`src/rtl/cam_capture_444_if.sv`:
```
// Frame-buffer write bus between the camera capture block and the frame buffer.
// The capture side drives it through the master modport; the buffer listens through slave.
interface cam_capture_444_if;
    logic        wen;
    logic [18:0] waddr;
    logic [11:0] wdata;

    modport master (output wen, output waddr, output wdata);
    modport slave  (input  wen, input  waddr, input  wdata);
endinterface

```
`src/rtl/cam_capture_444.sv`:
```
// OV7670-style RGB444 capture into the CLK100MHZ domain, one frame-buffer write per pixel.
// Optional build macro CAP_FRAME_SKIP_EN: write only every other frame.
module cam_capture_444 #(
    parameter int H_PIXELS = 640,
    parameter int V_LINES  = 480
) (
    input  logic                      CLK100MHZ,
    input  logic                      CPU_RESETN,
    input  logic                      cam_pclk,
    input  logic                      cam_vsync,
    input  logic                      cam_href,
    input  logic [7:0]                cam_data,
    cam_capture_444_if.master         fb,
    output logic                      frame_done,
    output logic                      frame_ok,
    output logic                      overflow
);

    typedef enum logic [1:0] {WAIT_VS_HI, WAIT_VS_LO, CAPTURE} state_t;

    localparam logic [9:0]  H_COL  = 10'(H_PIXELS);
    localparam logic [8:0]  V_ROW  = 9'(V_LINES);
    localparam logic [18:0] H_STEP = 19'(H_PIXELS);

    state_t      state, state_next;

    logic        pclk_p0, pclk_p1, pclk_p2;
    logic        vsync_p0, vsync_p1, vsync_p2;
    logic        href_p0, href_p1, href_p2;
    logic [7:0]  data_p0, data_p1;

    logic        pclk_rise_p3, href_p3, href_fall_p3;
    logic        vsync_p3, vsync_rise_p3, vsync_fall_p3;
    logic [7:0]  data_p3;

    logic        start_frame, end_frame, pix_byte, line_end;

    logic [9:0]  col;
    logic [8:0]  row;
    logic [18:0] line_base;
    logic        phase;
    logic [3:0]  red_lat;
    logic        all_lines_ok;
`ifdef CAP_FRAME_SKIP_EN
    logic        frame_tgl;
    logic        skip_frame;
`endif

    // Stage p0/p1: two-flop synchronisers; p2: history flop for edge detection
    always_ff @(posedge CLK100MHZ or negedge CPU_RESETN) begin
        if (!CPU_RESETN) begin
            pclk_p0  <= 1'b0; pclk_p1  <= 1'b0; pclk_p2  <= 1'b0;
            vsync_p0 <= 1'b0; vsync_p1 <= 1'b0; vsync_p2 <= 1'b0;
            href_p0  <= 1'b0; href_p1  <= 1'b0; href_p2  <= 1'b0;
            data_p0  <= 8'd0; data_p1  <= 8'd0;
        end else begin
            pclk_p0  <= cam_pclk;  pclk_p1  <= pclk_p0;  pclk_p2  <= pclk_p1;
            vsync_p0 <= cam_vsync; vsync_p1 <= vsync_p0; vsync_p2 <= vsync_p1;
            href_p0  <= cam_href;  href_p1  <= href_p0;  href_p2  <= href_p1;
            data_p0  <= cam_data;  data_p1  <= data_p0;
        end
    end

    // Stage p3: registered edge events travel together with the byte they qualify
    always_ff @(posedge CLK100MHZ or negedge CPU_RESETN) begin
        if (!CPU_RESETN) begin
            pclk_rise_p3  <= 1'b0;
            href_p3       <= 1'b0;
            href_fall_p3  <= 1'b0;
            vsync_p3      <= 1'b0;
            vsync_rise_p3 <= 1'b0;
            vsync_fall_p3 <= 1'b0;
            data_p3       <= 8'd0;
        end else begin
            pclk_rise_p3  <= pclk_p1 & ~pclk_p2;
            href_p3       <= href_p1;
            href_fall_p3  <= ~href_p1 & href_p2;
            vsync_p3      <= vsync_p1;
            vsync_rise_p3 <= vsync_p1 & ~vsync_p2;
            vsync_fall_p3 <= ~vsync_p1 & vsync_p2;
            data_p3       <= data_p1;
        end
    end

    always_ff @(posedge CLK100MHZ or negedge CPU_RESETN) begin
        if (!CPU_RESETN) state <= WAIT_VS_HI;
        else             state <= state_next;
    end

    always_comb begin
        state_next  = state;
        start_frame = 1'b0;
        end_frame   = 1'b0;
        case (state)
            WAIT_VS_HI: if (vsync_p3) state_next = WAIT_VS_LO;
            WAIT_VS_LO: if (vsync_fall_p3) begin
                state_next  = CAPTURE;
                start_frame = 1'b1;
            end
            CAPTURE: if (vsync_rise_p3) begin
                state_next = WAIT_VS_LO;
                end_frame  = 1'b1;
            end
            default: state_next = WAIT_VS_HI;
        endcase
        // href is already low when a pclk edge coincides with its fall, so that byte is ignored
        pix_byte = (state == CAPTURE) && pclk_rise_p3 && href_p3;
        line_end = (state == CAPTURE) && href_fall_p3;
    end

    // Stage p4: counters, address generation and registered write port
    always_ff @(posedge CLK100MHZ or negedge CPU_RESETN) begin
        if (!CPU_RESETN) begin
            fb.wen       <= 1'b0;
            fb.waddr     <= 19'd0;
            fb.wdata     <= 12'd0;
            frame_done   <= 1'b0;
            frame_ok     <= 1'b0;
            overflow     <= 1'b0;
            col          <= 10'd0;
            row          <= 9'd0;
            line_base    <= 19'd0;
            phase        <= 1'b0;
            red_lat      <= 4'd0;
            all_lines_ok <= 1'b1;
`ifdef CAP_FRAME_SKIP_EN
            frame_tgl    <= 1'b0;
            skip_frame   <= 1'b0;
`endif
        end else begin
            fb.wen     <= 1'b0;
            frame_done <= 1'b0;
            if (start_frame) begin
                col          <= 10'd0;
                row          <= 9'd0;
                line_base    <= 19'd0;
                phase        <= 1'b0;
                overflow     <= 1'b0;
                all_lines_ok <= 1'b1;
`ifdef CAP_FRAME_SKIP_EN
                skip_frame   <= frame_tgl;
                frame_tgl    <= ~frame_tgl;
`endif
            end else begin
                if (pix_byte) begin
                    if (!phase) begin
                        red_lat <= data_p3[3:0];
                        phase   <= 1'b1;
                    end else begin
                        phase <= 1'b0;
                        if ((row < V_ROW) && (col < H_COL)) begin
`ifdef CAP_FRAME_SKIP_EN
                            fb.wen <= ~skip_frame;
`else
                            fb.wen <= 1'b1;
`endif
                            fb.waddr <= line_base + {9'd0, col};
                            fb.wdata <= {red_lat, data_p3};
                        end else begin
                            overflow <= 1'b1;
                        end
                        if (col != 10'h3FF) col <= col + 10'd1;
                    end
                end else if (line_end) begin
                    // A line with no completed pixel does not advance the row
                    if (col != 10'd0) begin
                        if (row != 9'h1FF) begin
                            row       <= row + 9'd1;
                            line_base <= line_base + H_STEP;
                        end
                        if (col != H_COL) all_lines_ok <= 1'b0;
                    end
                    col   <= 10'd0;
                    phase <= 1'b0;
                end
                if (end_frame) begin
                    frame_done <= 1'b1;
                    frame_ok   <= (row == V_ROW) && all_lines_ok && !overflow;
                end
            end
        end
    end

endmodule

```
`src/flat_wrapper.sv`:
```
// flat-port wrapper written by rule: the top's interface ports become plain ports
module cam_capture_444_flat 
#(
    parameter int H_PIXELS = 640,
    parameter int V_LINES  = 480
)
  (CLK100MHZ, CPU_RESETN, cam_pclk, cam_vsync, cam_href, cam_data, frame_done, frame_ok, overflow, fb_wen, fb_waddr, fb_wdata);
  cam_capture_444_if fb_i ();
  input  logic CLK100MHZ;
  input  logic CPU_RESETN;
  input  logic cam_pclk;
  input  logic cam_vsync;
  input  logic cam_href;
  input  logic [7:0] cam_data;
  output logic frame_done;
  output logic frame_ok;
  output logic overflow;
  output wire logic [$bits(fb_i.wen)-1:0] fb_wen;
  output wire logic [$bits(fb_i.waddr)-1:0] fb_waddr;
  output wire logic [$bits(fb_i.wdata)-1:0] fb_wdata;
  assign fb_wen = fb_i.wen;
  assign fb_waddr = fb_i.waddr;
  assign fb_wdata = fb_i.wdata;
  cam_capture_444 #(.H_PIXELS(H_PIXELS), .V_LINES(V_LINES)) u_core (.CLK100MHZ(CLK100MHZ), .CPU_RESETN(CPU_RESETN), .cam_pclk(cam_pclk), .cam_vsync(cam_vsync), .cam_href(cam_href), .cam_data(cam_data), .fb(fb_i), .frame_done(frame_done), .frame_ok(frame_ok), .overflow(overflow));
endmodule
```
`config.mk`:
```
export PLATFORM = sky130hd
export DESIGN_NAME = cam_capture_444_flat
export DESIGN_NICKNAME = d
export VERILOG_FILES = /design/src/rtl/cam_capture_444_if.sv /design/src/rtl/cam_capture_444.sv /design/src/flat_wrapper.sv
export SDC_FILE = /design/constraint.sdc
export NUM_CORES = 1
export LEC_CHECK = 0
export CAP_MARGIN = 10
export CORE_ASPECT_RATIO = 1.75
export CORE_UTILIZATION = 60
export CTS_BUF_LIST = sky130_fd_sc_hd__clkbuf_4 sky130_fd_sc_hd__clkbuf_8 sky130_fd_sc_hd__clkbuf_16
export DETAILED_ROUTE_END_ITERATION = 8
export GPL_TIMING_DRIVEN = 0
export PLACE_DENSITY = 0.93
export SKIP_LAST_GASP = 1
export SLEW_MARGIN = 40
export SYNTH_ARGS = -nofsm -noshare
export SYNTH_HDL_FRONTEND = slang
export SYNTH_SLANG_ARGS = --single-unit
```
`constraint.sdc`:
```
create_clock -name CLK100MHZ -period 7.1 [get_ports CLK100MHZ]
set_input_delay 1.065 -clock CLK100MHZ [delete_from_list [all_inputs] [get_ports CLK100MHZ]]
set_output_delay 1.065 -clock CLK100MHZ [all_outputs]
set_load 0.02 [all_outputs]
```
==> results.txt, run 1 <==
The run finished with clean final reports. The total global routing overflow was 0. After technology mapping, the gate count stands at 386. After the first detailed-routing iteration, the DRC count stood at 419. On the final layout, the worst clock skew is 0.0127 ns. The area growth from synthesis to layout is 19.8%.

In the layout the commonest cells are sky130_fd_sc_hd__dfrtp_1 (110), sky130_fd_sc_hd__clkdlybuf4s50_1 (46), sky130_fd_sc_hd__nand2_1 (34). The clock reaches the later pin of the worst-skew pair after 0.35 ns. The wire-length estimate of the detail-placed layout is 6890 um. TritonCTS built the clock tree. The floorplan step set the die height to 117 um.

Number of buffers added on ports: 47. Synthesis produced a netlist with a net count of 408. Counting flops with a built-in enable in the synthesized netlist gives 0. For this run, design rule violations remaining after detail routing come to 0. The largest individual stage delay along the critical path comes from the cell sky130_fd_sc_hd__nor2_1. Setup violations remaining at the end of the flow were counted as 0. Data arrival time of the critical path: 3.12 ns. The worst hold-check path type is flip-flop to flip-flop. In this run the remaining antenna-violating nets after routing total 0. The number of clock buffers added by TritonCTS is 9. The routed layout has 3405 vias. For the buffers inserted during post-CTS setup optimization, the log shows 0.

The number of hold-slack violations in the final timing report was 0. For the final routed database, the setup TNS stands at 0 ns. The required time of the critical path was 7.33 ns; the clock-pin slew on the worst setup and hold paths was 0.07 ns. The synthesized area is 4560 um2. The number of clock sinks was 111. The tightest slew margin relative to the limit came out at 50.0%. Among all flip-flop cells after synthesis, the most frequent one is sky130_fd_sc_hd__dfrtp_1. The tool flagged a number of max-cap violations equal to 0. Setup repair after global routing left no endpoint under its margin. The area inside the core boundary was 7280 um2; the largest buffer count on any clock path was 2. For the max-slew violation count, the log shows 0.

The root buffer cell chosen for the clock tree is sky130_fd_sc_hd__clkbuf_16. For the count of cell types in the netlist, the log shows 48. The number of antenna violations at the first check in global routing was 0; the ratio of routed vias to standard cells was 6.36. Once layout is complete, the utilization of the core stands at 75.0%. The tools report the kind of start point of the critical path as a flip-flop.

Buffers inserted to repair hold after CTS numbered 0. The ratio of total power to cell area is 226 nW/um2, and the share of final-layout standard cells stronger than drive strength 1 is 10.5%. The die area was 7970 um2. Kind of capture point of the worst setup path: a flip-flop.

By startpoint and endpoint, the worst setup path is classified as flip-flop to flip-flop. The final wirelength came out at 10300 um. The I/O pin count is 48, and the number of synthesized register bits is 111. At the end of routability-driven placement, the weighted congestion stood at 0.950. For the finished layout, the period the worst path requires is 2.90 ns. Fill cells in the final layout number 456. The worst ir drop on vdd is 0.000234 V. The analysis attributes to cell leakage a power of 2.46 nW. The effective utilization at floorplan is 62.6%. The share of async-settable or async-resettable flops after synthesis came out at 100%. Yosys printed 0 warnings.

Via count of the first global-routing pass: 3511. After floorplanning, the core was divided into 41 placement rows. In this design, the stage delay of the slowest critical-path cell is 0.57 ns.

In the final routed layout, each cell accounts on average for 19.2 um. The CTS H-tree depth came out at 3. Global routing used 29.8% of the available tracks.

At the end of the flow, the number of nets in the layout was 467. The maximum fanout count along the critical path was 10. For the number of cells upsized or downsized after cts, the log shows 0. Leaving out fill and tap cells, the most frequent cell in the layout is sky130_fd_sc_hd__dfrtp_1. The share of the cycle needed by the critical path after routing is 40.8%, and the wire length of the first global-routing pass is 17400 um.

Buffers plus inverters on the worst setup path: 0. Sequential elements use 60.9% of the synthesized area. The tools report the maximum number of pins on one net before global-route repair as 82. 0 antenna diodes ended up in the layout. Based on the critical path, the design can be clocked at up to 345 MHz. Walking the worst path, the cells encountered are ha_1 > nand4_1 > nor2_1 > ha_1 > or3b_1 > nor2_1 > nand2_1 > o31ai_1. Broken down by cell family, the worst path's largest delay share belongs to simple AND/OR/NAND/NOR gates.

The horizontal extent of the die is 67.9 um. The pre-antenna-repair detailed-routing pass consisted of 6 iterations. A synthesized cell averages 11.8 um2.

At the pin with the least slew margin, the transition time is 0.745 ns.
[worst paths after layout]
check / slack [ns] / startpoint / cells after the start / to
min in group asynchronous: 0.55 / CPU_RESETN / 1 / u_core.fb.waddr[11]
max: 4.20 / u_core.row[1] / 8 / u_core.line_base[9]
max reg2reg: 4.20 / u_core.row[1] / 8 / u_core.line_base[9]
min: 0.35 / u_core.data_p0[5] / 0 / u_core.data_p1[5]
max in group asynchronous: 5.86 / CPU_RESETN / 2 / u_core.all_lines_ok
min reg2reg: 0.35 / u_core.data_p0[5] / 0 / u_core.data_p1[5]
[cell type report]
cell class / instances / area (um2) / area share (%)
clock inverters: 5 / 41.3 / 0.756
multi-input cells: 248 / 1690 / 30.9
flip-flops and latches: 111 / 2780 / 50.9
clock buffers: 10 / 239 / 4.38
repair buffers: 48 / 503 / 9.21
well taps: 86 / 108 / 1.97
plain buffers: 15 / 57.6 / 1.05
inverters: 12 / 45.0 / 0.825
[routing by layer]
layer / wire, um / GRT usage [%]
met3: 505 / 6.61
met5: 0 / 0
met2: 5630 / 48.6
met4: 484 / 17.2
met1: 3640 / 34.6
[cell families (layout without fill, tap and decap cells)]
| family | after synthesis | count (layout) | synth area share, % |
|---|---|---|---|
| AO/OA/AOI/OAI | 69 | 69 | 9.74 |
| XOR/XNOR | 10 | 10 | 1.92 |
| adder cells (fa/ha/maj) | 9 | 9 | 2.47 |
| buffers and inverters | 27 | 90 | 2.25 |
| flip-flops | 111 | 111 | 60.9 |
| multiplexers | 34 | 34 | 8.10 |
| AND/OR/NAND/NOR | 126 | 126 | 14.6 |
[cells in the mapped netlist (all sizes together) (2+ instances only)]
library cell / n / share of area [%]
a211o: 3 / 0.58
a21bo: 2 / 0.44
a21o: 3 / 0.49
a21oi: 13 / 1.4
a221o: 2 / 0.44
a22o: 2 / 0.38
and2: 2 / 0.27
and3: 7 / 0.96
and4: 4 / 0.77
clkbuf: 14 / 1.2
dfrtp: 110 / 60
ha: 9 / 2.5
inv: 12 / 0.99
mux2: 23 / 5.7
mux2i: 11 / 2.4
nand2: 34 / 2.8
nand2b: 2 / 0.27
nand3: 17 / 1.9
nand3b: 3 / 0.49
nand4: 13 / 1.8
nor2: 14 / 1.2
nor2b: 6 / 0.82
nor3: 10 / 1.1
nor3b: 4 / 0.66
nor4: 2 / 0.27
o21ai: 27 / 3.0
o22a: 2 / 0.38
o311ai: 2 / 0.38
o31ai: 5 / 0.82
or3: 2 / 0.27
or4: 2 / 0.33
xnor2: 9 / 1.7
[flip-flops by register name, indices dropped and copies added, names as in the netlist, 2 cells and up]
register          flops
u_core.fb.waddr      19
u_core.fb.wdata      12
u_core.line_base     12
u_core.col           10
u_core.row            9
u_core.data_p0        8
u_core.data_p1        8
u_core.data_p3        8
u_core.red_lat        4
u_core.state          2
[worst reg2reg max path, cell delays in order, from the launching register on]
cell and delay [ns]:
sky130_fd_sc_hd__dfrtp_1 0.42, sky130_fd_sc_hd__ha_1 0.23, sky130_fd_sc_hd__nand4_1 0.14, sky130_fd_sc_hd__nor2_1 0.07, sky130_fd_sc_hd__ha_1 0.18, sky130_fd_sc_hd__or3b_1 0.46, sky130_fd_sc_hd__nor2_1 0.57, sky130_fd_sc_hd__nand2_1 0.34
sky130_fd_sc_hd__o31ai_1 0.36
[report_power, final]
group | leakage, nW | internal, mW | switching (mW) | total [mW]
Combinational | 0.872 | 0.0344 | 0.0437 | 0.0782
Sequential | 1.46 | 0.661 | 0.0201 | 0.681
Clock | 0.132 | 0.249 | 0.225 | 0.474
[through the flow]
step	area [um2]	total power, mW	instances	setup WS [ns]	hold WS [ns]
after floorplan	4560	0.724	386	4.79	0.331
after global placement	5140	0.761	519	1.09	0.332
after detailed placement	5170	0.770	520	4.39	0.338
after CTS	5460	1.24	535	4.29	0.356
after global routing	5460	1.28	535	4.04	0.360
final	5460	1.23	535	4.20	0.352
No activity file was read; power rests on OpenSTA's default activity.
==> run 2: changes to the inputs <==
--- a/config.mk
+++ b/config.mk
@@ -7,11 +7,11 @@
 export LEC_CHECK = 0
 export CAP_MARGIN = 10
 export CORE_ASPECT_RATIO = 1.75
-export CORE_UTILIZATION = 60
+export CORE_UTILIZATION = 56
 export CTS_BUF_LIST = sky130_fd_sc_hd__clkbuf_4 sky130_fd_sc_hd__clkbuf_8 sky130_fd_sc_hd__clkbuf_16
 export DETAILED_ROUTE_END_ITERATION = 8
 export GPL_TIMING_DRIVEN = 0
-export PLACE_DENSITY = 0.93
+export PLACE_DENSITY = 0.88
 export SKIP_LAST_GASP = 1
 export SLEW_MARGIN = 40
 export SYNTH_ARGS = -nofsm -noshare
==> constraint.sdc (replaced) <==
create_clock -name CLK100MHZ -period 2.85 [get_ports CLK100MHZ]
set_input_delay 0.4275 -clock CLK100MHZ [delete_from_list [all_inputs] [get_ports CLK100MHZ]]
set_output_delay 0.4275 -clock CLK100MHZ [all_outputs]
set_load 0.02 [all_outputs]
==> run 2 against run 1 <==
Effect of this change:
- sequential share of layout area fell by 0.37 points
- combinational power grew to 2.5 times the previous value
- flip-flop and latch count is the same
- register-to-register slack worse by 3.9 ns
- clock skew down 0.0070 ns
- final area rose by 0.73%
- die area grew 7.0%
- via count is 2.6% lower
- largest cell class unchanged
- highest routed layer unchanged
==> results.txt, run 2 (synthesis results as in run 1) <==
The clock period minus worst slack came out at 2.56 ns (-0.339 ns). The worst hold path belongs to the class flip-flop to flip-flop. The die area was 8520 um2 (+7.0%).

Antenna violation net count after detailed routing: 0 (unchanged). For the number of nets in the layout, the log shows 468 (+0.21%). Critical path class: flip-flop to flip-flop. The tools report the worst-case register-to-register setup slack as 0.29 ns (-3.91 ns). The tools report the buffers inserted during post-CTS setup optimization as 0 (unchanged). Relative to the synthesized area, the layout overhead comes to 20.7%.

The effective utilization at floorplan was 57.6% (-4.9 points); the number of diodes added for antenna fixing was 0 (unchanged). The violation count after the first detailed-route iteration was 391 (-6.7%); the routed wire length per instance was 17.9 um (-6.6%). The tools report the number of clock sinks as 111 (unchanged).

TritonCTS built the clock tree. The register name with the most flops is u_core.fb.waddr. The post-detailed-route DRC marker count was 0 (unchanged). The tools report the global routing usage summed across all routing layers as 25.0% (-4.8 points). Minimum setup slack after placement: 0.165 ns (-4.23 ns). The ratio of routed vias to standard cells was 6.13 (-3.7%); the maximum number of pins on one net before global-route repair was 57 (-30%).

The post-route clock skew is 0.00574 ns (-0.00699 ns), and the final instance area is 5500 um2 (+0.73%). The worst ir drop on vdd is 0.000524 V (+120%). The number of antenna violations at the first check in global routing was 0 (unchanged). The logs give 5 (-1) for the detailed-routing iteration count for the pre-antenna-repair pass and 0 (unchanged) for the final-report setup violation count.

The share of the cycle needed by the critical path after routing works out to 89.7% (+49 points). Setup repair after global routing left no endpoint under its margin. The final standard cell utilization of the core was 69.6% (-5.4 points). The area inside the core boundary was 7910 um2 (+8.6%). The largest buffer count on any clock path was 2 (unchanged); the clock-pin slew on the worst setup and hold paths was 0.08 ns (about the same). The die extent in y came out at 121 um (+3.5%). The number of buffers created by CTS is 9 (unchanged). The worst setup path is captured at a flip-flop. The maximum fanout count along the critical path works out to 9 (-1).

The static leakage is 2.49 nW (+0.88%), and the count of max-cap constraint violations is 0 (unchanged). Final wirelength: 9690 um (-5.5%). The logs give 49.3% (-0.72 points) for the tightest slew margin relative to the limit and 547 (+20%) for the count of filler cells inserted in the layout. In the layout the commonest cells are sky130_fd_sc_hd__dfrtp_1 (110), sky130_fd_sc_hd__clkdlybuf4s50_1 (46), sky130_fd_sc_hd__nand2_1 (34). The half-perimeter wire length after detailed placement was 6710 um (-2.5%). Total global routing overflow: 0 (unchanged). The root buffer selected by CTS was sky130_fd_sc_hd__clkbuf_16.

The via count of the first global-routing pass was 3358 (-4.4%). Total chip power: 3.13 mW (+150%). The largest registers in the layout are u_core.fb.waddr (19), u_core.fb.wdata (12), u_core.line_base (12). The run finished with clean final reports. The share of final-layout standard cells stronger than drive strength 1 is 10.9% (+0.40 points). The worst-case setup margin in the final layout was 0.293 ns (-3.91 ns). The kind of start point of the critical path was a flip-flop. The horizontal extent of the die came out at 70.2 um (+3.4%). The transition time of the tightest slew-check pin was 0.755 ns (+0.0107 ns); the max-slew violation count was 0 (unchanged). The number of hold-slack violations in the final timing report is 0 (unchanged). The I/O pin count is 48 (unchanged), and the required time of the critical path is 3.09 ns (-4.24 ns).

The data arrival time of the critical path was 2.79 ns (-0.33 ns). The standard cell area after detailed placement is 5180 um2 (about the same). The wire length of the first global-routing pass is 16200 um (-6.7%). The ratio of total power to cell area is 569 nW/um2 (+150%).

Most common cell after layout, fill and taps aside: sky130_fd_sc_hd__dfrtp_1. The number of flip-flops in the largest register came out at 19 (unchanged). The run gives 3 (unchanged) as the CTS H-tree depth.

The clock latency on the worst-skew pair is 0.35 ns (about the same). The logs give 391 MHz (+13%) for the maximum operating frequency and 0.351 ns (-0.000685 ns) for the final-layout worst hold slack. The placement row count is 43 (+4.9%), and the number of buffers added on ports is 47 (unchanged). The tools report the placer's final routability congestion estimate as 0.887 (-6.6%). For the routed via count, the log shows 3315 (-2.6%).
-- run 2: path summary, 6_finish.rpt --
path,start,cells past startpoint,endpoint
setup / recovery,u_core.row[1],9,u_core.row[6]
hold / removal,u_core.data_p1[3],0,u_core.data_p3[3]
setup reg to reg,u_core.row[1],9,u_core.row[6]
hold reg to reg,u_core.data_p1[3],0,u_core.data_p3[3]
max in group asynchronous,CPU_RESETN,3,u_core.all_lines_ok
min in group asynchronous,CPU_RESETN,2,u_core.fb.wen
-- run 2: what timing repair did --
action,in CTS,in global routing
hold buffers,1,0
hold endpoints to repair,12,0
resized for setup,0,1
setup endpoints to repair,0,1
-- run 2: critical path, cell delays in order, from the launching register on --
cell and delay [ns]:
sky130_fd_sc_hd__dfrtp_1 0.42, sky130_fd_sc_hd__ha_1 0.23, sky130_fd_sc_hd__nand4_1 0.12, sky130_fd_sc_hd__nor2_1 0.06
sky130_fd_sc_hd__ha_1 0.17, sky130_fd_sc_hd__or3b_1 0.47, sky130_fd_sc_hd__or2_0 0.23, sky130_fd_sc_hd__buf_2 0.17
sky130_fd_sc_hd__or4_1 0.44, sky130_fd_sc_hd__mux2i_1 0.14
-- run 2: per-layer routing --
layer  up-vias  GRT usage, %  wire length [um]
li1       1504             -                 -
met2       113          43.4              5350
met5         -             0                 0
met1      1662          27.6              3630
met4         0          16.3               419
met3        36          4.73               291
-- run 2: metrics by stage --
step                setup TNS [ns]  std cells
floorplan                        0        386
global placement           -284.38        523
detailed placement               0        524
CTS                              0        541
global route                     0        541
finish                           0        541
-- run 2: layout make-up --
cell class	count	area [um2]	area share, %
Buffer	15	57.6	1.05
Clock buffer	9	225	4.09
Clock inverter	7	77.6	1.41
Inverter	12	45.0	0.819
Multi-Input combinational cell	248	1690	30.7
Sequential cell	111	2780	50.5
Tap cell	90	113	2.05
Timing Repair Buffer	49	513	9.32
-- run 2: report_power, final --
group,switching [mW],leakage [nW],internal [mW],total [mW]
clock network,0.614,0.149,0.623,1.24
logic,0.111,0.876,0.0867,0.198
registers,0.0493,1.46,1.64,1.69
total,0.774,2.49,2.35,3.13
